### src/rtl/mem_access_pkg.sv
// rtl/mem_access_pkg.sv - shared types and constants for the memory access stage
package mem_access_pkg;

  typedef enum logic [1:0] {
    SIZE_BYTE = 2'b00,
    SIZE_HALF = 2'b01,
    SIZE_WORD = 2'b10
  } data_size_e;

  typedef enum logic [1:0] {
    IDLE        = 2'b00,
    WAIT_GNT    = 2'b01,
    WAIT_RVALID = 2'b10
  } mem_state_e;

  localparam logic [3:0] BE_BYTE = 4'b0001;
  localparam logic [3:0] BE_HALF = 4'b0011;
  localparam logic [3:0] BE_WORD = 4'b1111;

endpackage

### src/rtl/mem_load_align.sv
// rtl/mem_load_align.sv - extracts the addressed lane of a load word and sign/zero extends it
module mem_load_align
  import mem_access_pkg::*;
(
  input  logic [31:0] rdata,
  input  logic [1:0]  off,
  input  data_size_e  size,
  input  logic        load_unsigned,
  output logic [31:0] load_data
);

  logic [31:0] byte_shift;
  logic [31:0] half_shift;

  assign byte_shift = rdata >> {off, 3'b000};
  assign half_shift = rdata >> {off[1], 4'b0000};

  always_comb begin
    load_data = rdata;
    case (size)
      SIZE_BYTE: load_data = {{24{~load_unsigned & byte_shift[7]}}, byte_shift[7:0]};
      SIZE_HALF: load_data = {{16{~load_unsigned & half_shift[15]}}, half_shift[15:0]};
      default:   load_data = rdata;
    endcase
  end

endmodule

### src/rtl/mem_access.sv
// rtl/mem_access.sv - memory stage: req/gnt/rvalid data port, lane steering, writeback register
// Optional MEM_MISALIGN_TRAP_EN: misaligned half/word accesses are dropped and flagged on misalign_o.
module mem_access
  import mem_access_pkg::*;
#(
  parameter int ADDR_WIDTH = 32
) (
  input  logic                  clk,
  input  logic                  rst,
  input  logic [4:0]            sel_rd_i,
  input  logic                  mem_re_i,
  input  logic                  mem_we_i,
  input  data_size_e            mem_size_i,
  input  logic                  load_unsigned_i,
  input  logic [31:0]           alu_result_i,
  input  logic [31:0]           rs2_i,
  output logic                  stall_o,
  output logic                  dmem_req_o,
  output logic                  dmem_we_o,
  output logic [ADDR_WIDTH-1:0] dmem_addr_o,
  output logic [3:0]            dmem_be_o,
  output logic [31:0]           dmem_wdata_o,
  input  logic                  dmem_gnt_i,
  input  logic                  dmem_rvalid_i,
  input  logic [31:0]           dmem_rdata_i,
`ifdef MEM_MISALIGN_TRAP_EN
  output logic                  misalign_o,
`endif
  output logic [4:0]            sel_rd_o,
  output logic [31:0]           wb_data_o
);

  mem_state_e  state, state_next;
  logic [1:0]  off;
  logic        is_store, is_load, is_mem, misaligned, issue;
  logic [3:0]  be;
  logic [31:0] wdata;
  logic [31:0] load_data;

  assign off      = alu_result_i[1:0];
  assign is_store = mem_we_i;
  assign is_load  = mem_re_i & ~mem_we_i;
  assign is_mem   = is_store | is_load;

`ifdef MEM_MISALIGN_TRAP_EN
  assign misaligned = is_mem & (((mem_size_i == SIZE_HALF) & off[0]) |
                                ((mem_size_i == SIZE_WORD) & (off != 2'b00)));
`else
  assign misaligned = 1'b0;
`endif
  assign issue = is_mem & ~misaligned;

  always_comb begin
    be    = BE_WORD;
    wdata = rs2_i;
    case (mem_size_i)
      SIZE_BYTE: begin
        be    = BE_BYTE << off;
        wdata = {4{rs2_i[7:0]}};
      end
      SIZE_HALF: begin
        be    = BE_HALF << {off[1], 1'b0};
        wdata = {2{rs2_i[15:0]}};
      end
      default: begin
        be    = BE_WORD;
        wdata = rs2_i;
      end
    endcase
  end

  // Upstream holds the op stable while stalled, so attributes only need gating on is_mem.
  assign dmem_addr_o  = is_mem ? {alu_result_i[ADDR_WIDTH-1:2], 2'b00} : '0;
  assign dmem_be_o    = is_mem ? be : 4'b0000;
  assign dmem_wdata_o = is_mem ? wdata : 32'h0;
  assign dmem_we_o    = dmem_req_o & is_store;

  always_comb begin
    dmem_req_o = 1'b0;
    stall_o    = 1'b0;
    state_next = state;
    case (state)
      IDLE, WAIT_GNT: begin
        state_next = IDLE;
        if (issue) begin
          dmem_req_o = 1'b1;
          if (!dmem_gnt_i) begin
            state_next = WAIT_GNT;
            stall_o    = 1'b1;
          end else if (is_load) begin
            state_next = WAIT_RVALID;
            stall_o    = 1'b1;
          end
        end
      end
      WAIT_RVALID: begin
        if (dmem_rvalid_i) state_next = IDLE;
        else               stall_o    = 1'b1;
      end
      default: state_next = IDLE;
    endcase
  end

  mem_load_align u_load_align (
    .rdata         (dmem_rdata_i),
    .off           (off),
    .size          (mem_size_i),
    .load_unsigned (load_unsigned_i),
    .load_data     (load_data)
  );

  always_ff @(posedge clk) begin
    if (rst) begin
      state     <= IDLE;
      sel_rd_o  <= 5'd0;
      wb_data_o <= 32'h0;
    end else begin
      state <= state_next;
      if (stall_o) begin
        sel_rd_o <= 5'd0;
      end else if (state == WAIT_RVALID) begin
        sel_rd_o  <= sel_rd_i;
        wb_data_o <= load_data;
      end else if (is_mem) begin
        sel_rd_o <= 5'd0;
      end else begin
        sel_rd_o  <= sel_rd_i;
        wb_data_o <= alu_result_i;
      end
    end
  end

`ifdef MEM_MISALIGN_TRAP_EN
  always_ff @(posedge clk) begin
    if (rst) misalign_o <= 1'b0;
    else     misalign_o <= (state == IDLE) & misaligned;
  end
`endif

endmodule

### config.mk
export PLATFORM = sky130hd
export DESIGN_NAME = mem_access
export DESIGN_NICKNAME = d
export VERILOG_FILES = /design/src/rtl/mem_access_pkg.sv /design/src/rtl/mem_load_align.sv /design/src/rtl/mem_access.sv
export SDC_FILE = /design/constraint.sdc
export NUM_CORES = 1
export LEC_CHECK = 0
export ABC_AREA = 1
export CAP_MARGIN = 20
export CORE_ASPECT_RATIO = 0.8
export CORE_UTILIZATION = 38
export CTS_CLUSTER_DIAMETER = 40
export DETAILED_ROUTE_END_ITERATION = 16
export HOLD_SLACK_MARGIN = 0.1
export PLACE_DENSITY = 0.88
export SETUP_SLACK_MARGIN = 0.4
export SLEW_MARGIN = 20
export SYNTH_ARGS = -nofsm -noshare
export SYNTH_HDL_FRONTEND = slang
export SYNTH_SLANG_ARGS = --single-unit
### constraint.sdc
create_clock -name clk -period 2.9 [get_ports clk]
set_clock_uncertainty 0.15 [all_clocks]
set_input_delay 0.58 -clock clk [delete_from_list [all_inputs] [get_ports clk]]
set_output_delay 0.58 -clock clk [all_outputs]
set_load 0.01 [all_outputs]
==> out/results.tsv <==
metric	value	unit
distinct cell type count after synthesis	29	
unrepaired setup endpoints after global routing	yes	
remaining number of nets flagged by the antenna check after routing	0	
antenna violations before repair	0	
DR WL/cell	15.4	um
fraction of final layout cells with drive strength greater than 1	0.0979	
run status	complete, no violations	
Post-Synthesis Cells	532	
Layout Nets	865	
Cell Chain, Critical Path	clkdlybuf4s15_1 > inv_2 > buf_12 > buf_12 > o21ai_0 > a21oi_1 > dlygate4sd2_1	
category of the critical setup timing path	in2out	
final cell count without fillers	861	
Die Span Y	81.3	um
Post-Route Utilization	0.734	
die width	101	um
first-pass GRT wire length	20.4	mm
Iter 0 DRT Violations	397	
Yosys Warn Count	0	
post-synth design cell area	2980	um^2
Via Count	4465	
part of the Yosys area used for sequential elements	0.262	
Critical Path Source Type	input port	
top-level I/O count	218	
CTS clock-pin slew for the worst setup and hold paths	0.08	ns
site row count	28	
Min-Delay Path Class	reg2reg	
highest-delay cell along the critical path	sky130_fd_sc_hd__dlygate4sd2_1	
placer's final routability congestion estimate	1.05	
portion of the clock cycle consumed by the worst path in the final layout	0.861	
leakage power total	0.00265	uW
setup violators final	0	
GRT overflow	0	
number of pins with negative max-slew slack in the final report	0	
initial core utilization	0.398	
kind of end point of the critical path	output pin	
area share of the largest cell type after synthesis	0.262	
insertion delay of the later-clocked pin in the worst-skew pair	0.29	ns
Highest Clock Rate	0.400	GHz
Critical Path Max Stage Delay	0.29	ns
number of buffers created by CTS	5	
Final min period	2.50	ns
Die Area	8210	um^2
input/output buffers	215	
library cell occupying the most area in the post-synthesis netlist	sky130_fd_sc_hd__dfxtp_1	
antenna cells	0	
number of cells after detailed placement	852	
total global routing track utilization	0.319	
core footprint	7500	um^2
number of global-route vias before repair	4218	
setup slack at placement	-0.163	ns
cells taking the most area after synthesis	sky130_fd_sc_hd__dfxtp_1 (26%), sky130_fd_sc_hd__nand2_1 (13%), sky130_fd_sc_hd__nor2_1 (13%)	
most used cell along the critical path	sky130_fd_sc_hd__buf_12	
maximum level of the CTS H-tree	2	
maximum VDD drop	0.272	mV
number of max-cap violations	0	
worst hold slack after final layout	0.313	ns
number of storage elements in the synthesis netlist	39	
Residual DRC	0	
maximum count of clock buffers along a single path	2	
CP max FO	22	
critical path data required time	2.17	ns
clock tree from TritonCTS	yes	
buffer cell driving the clock tree root	sky130_fd_sc_hd__clkbuf_8	
final hold viol count	0	
Mapped Avg Cell Area	5.61	um^2
number of detailed-routing iterations run before antenna repair	5	
post-DP HPWL	10.3	mm
layout overhead on the synthesized area	84.5	%
Post-Route WL	13.3	mm
post-layout worst setup margin	0.403	ns
Pwr per Cell Area	327	nW/um^2
total negative slack	0	ns
data arrival time of the critical path	1.77	ns
clock sink count	39	
largest net degree at the start of global routing	43	
vias per cell	5.19	
## critical path: cells and delay by family
| kind | cells | cell delay (ns) |
|---|---|---|
| buffers and inverters | 5 | 0.93 |
| AO/OA/AOI/OAI | 2 | 0.24 |
## cell usage after synthesis
master	instances
sky130_fd_sc_hd__a211oi_1	1
sky130_fd_sc_hd__a21oi_1	65
sky130_fd_sc_hd__a21oi_4	1
sky130_fd_sc_hd__buf_1	3
sky130_fd_sc_hd__buf_2	8
sky130_fd_sc_hd__buf_4	7
sky130_fd_sc_hd__clkbuf_1	15
sky130_fd_sc_hd__clkinv_1	1
sky130_fd_sc_hd__conb_1	1
sky130_fd_sc_hd__dfxtp_1	39
sky130_fd_sc_hd__inv_1	64
sky130_fd_sc_hd__inv_2	4
sky130_fd_sc_hd__nand2_1	104
sky130_fd_sc_hd__nand2_2	4
sky130_fd_sc_hd__nand3_1	39
sky130_fd_sc_hd__nand3_2	1
sky130_fd_sc_hd__nand4_1	3
sky130_fd_sc_hd__nor2_1	100
sky130_fd_sc_hd__nor2_2	2
sky130_fd_sc_hd__nor2_4	1
sky130_fd_sc_hd__nor3_1	2
sky130_fd_sc_hd__o2111ai_1	2
sky130_fd_sc_hd__o211ai_1	1
sky130_fd_sc_hd__o211ai_4	1
sky130_fd_sc_hd__o21ai_0	33
sky130_fd_sc_hd__o21ai_1	15
sky130_fd_sc_hd__o22ai_1	12
sky130_fd_sc_hd__or2_2	2
sky130_fd_sc_hd__or2_4	1
## logic make-up (layout without fill, tap and decap cells)
| group | Yosys count | count (layout) | share of synthesized area |
|---|---|---|---|
| AND/OR/NAND/NOR | 259 | 259 | 0.358 |
| other | 1 | 2 | 0.00126 |
| flip-flops | 39 | 39 | 0.262 |
| buffers and inverters | 102 | 325 | 0.140 |
| AO/OA/AOI/OAI | 131 | 131 | 0.238 |
## layout by cell type (no fill, tap or decap), types with 3 or more instances in the layout
master | Yosys | final
sky130_fd_sc_hd__nand2_1 | 104 | 102
sky130_fd_sc_hd__o22ai_1 | 12 | 11
sky130_fd_sc_hd__inv_2 | 4 | 4
sky130_fd_sc_hd__o21ai_1 | 15 | 19
sky130_fd_sc_hd__a21oi_1 | 65 | 65
sky130_fd_sc_hd__nor2_4 | 1 | 3
sky130_fd_sc_hd__buf_4 | 7 | 27
sky130_fd_sc_hd__dlygate4sd2_1 | 0 | 59
sky130_fd_sc_hd__dfxtp_1 | 39 | 39
sky130_fd_sc_hd__dlymetal6s2s_1 | 0 | 3
sky130_fd_sc_hd__inv_1 | 64 | 64
sky130_fd_sc_hd__nand2_2 | 4 | 4
sky130_fd_sc_hd__nand3_1 | 39 | 39
sky130_fd_sc_hd__o21ai_0 | 33 | 27
sky130_fd_sc_hd__buf_12 | 0 | 5
sky130_fd_sc_hd__clkdlybuf4s50_1 | 0 | 143
sky130_fd_sc_hd__nand4_1 | 3 | 3
sky130_fd_sc_hd__nor2_1 | 100 | 98
sky130_fd_sc_hd__clkbuf_2 | 0 | 6
sky130_fd_sc_hd__clkbuf_8 | 0 | 6
## metal layers
metal  global-route usage  part of all wire
met3               0.0895              0.11
met4                0.129             0.035
met1                0.392              0.40
met5                    0                 0
met2                0.528              0.45
## power breakdown
part / internal (uW) / switching, uW
clock: 279 / 197
sequential: 569 / 17.7
combinational: 379 / 356
total: 1230 / 571
## worst paths after layout
path / start / end / slack (ns) / cells past startpoint
worst max-delay path: mem_size_i[1] / dmem_wdata_o[20] / 0.40 / 7
worst min-delay path: wb_data_o[10]$_SDFFE_PP0P_ / wb_data_o[10]$_SDFFE_PP0P_ / 0.31 / 2
worst max register to register: state[1]$_SDFFE_PP0P_ / wb_data_o[5]$_SDFFE_PP0P_ / 0.64 / 9
worst min register to register: wb_data_o[10]$_SDFFE_PP0P_ / wb_data_o[10]$_SDFFE_PP0P_ / 0.31 / 2
## stage by stage
step / total power, uW / cell area, um^2
finish: 1800 / 5510
global route: 1880 / 5510
CTS: 1790 / 5490
detailed placement: 1360 / 5410
global placement: 1350 / 5410
floorplan: 896 / 2990
## repair_timing
action,CTS,global route
endpoints found under the setup margin,69,30
pin swaps,0,1
hold buffers,0,0
gates resized for setup,82,28
setup buffers,1,0
## final cells by class
| class | instances | area [um^2] |
|---|---|---|
| Clock buffer | 6 | 82.6 |
| Clock inverter | 2 | 35.0 |
| Fill cell | 668 | 1990 |
| Inverter | 69 | 259 |
| Multi-Input combinational cell | 392 | 1840 |
| Sequential cell | 39 | 781 |
| Tap cell | 105 | 131 |
| Timing Repair Buffer | 248 | 2370 |
## flip-flops by register name, indices dropped and copies added, names as in the netlist
register   flops
state          2
wb_data_o     32
sel_rd_o       5
(Power assumes the default switching activity.)
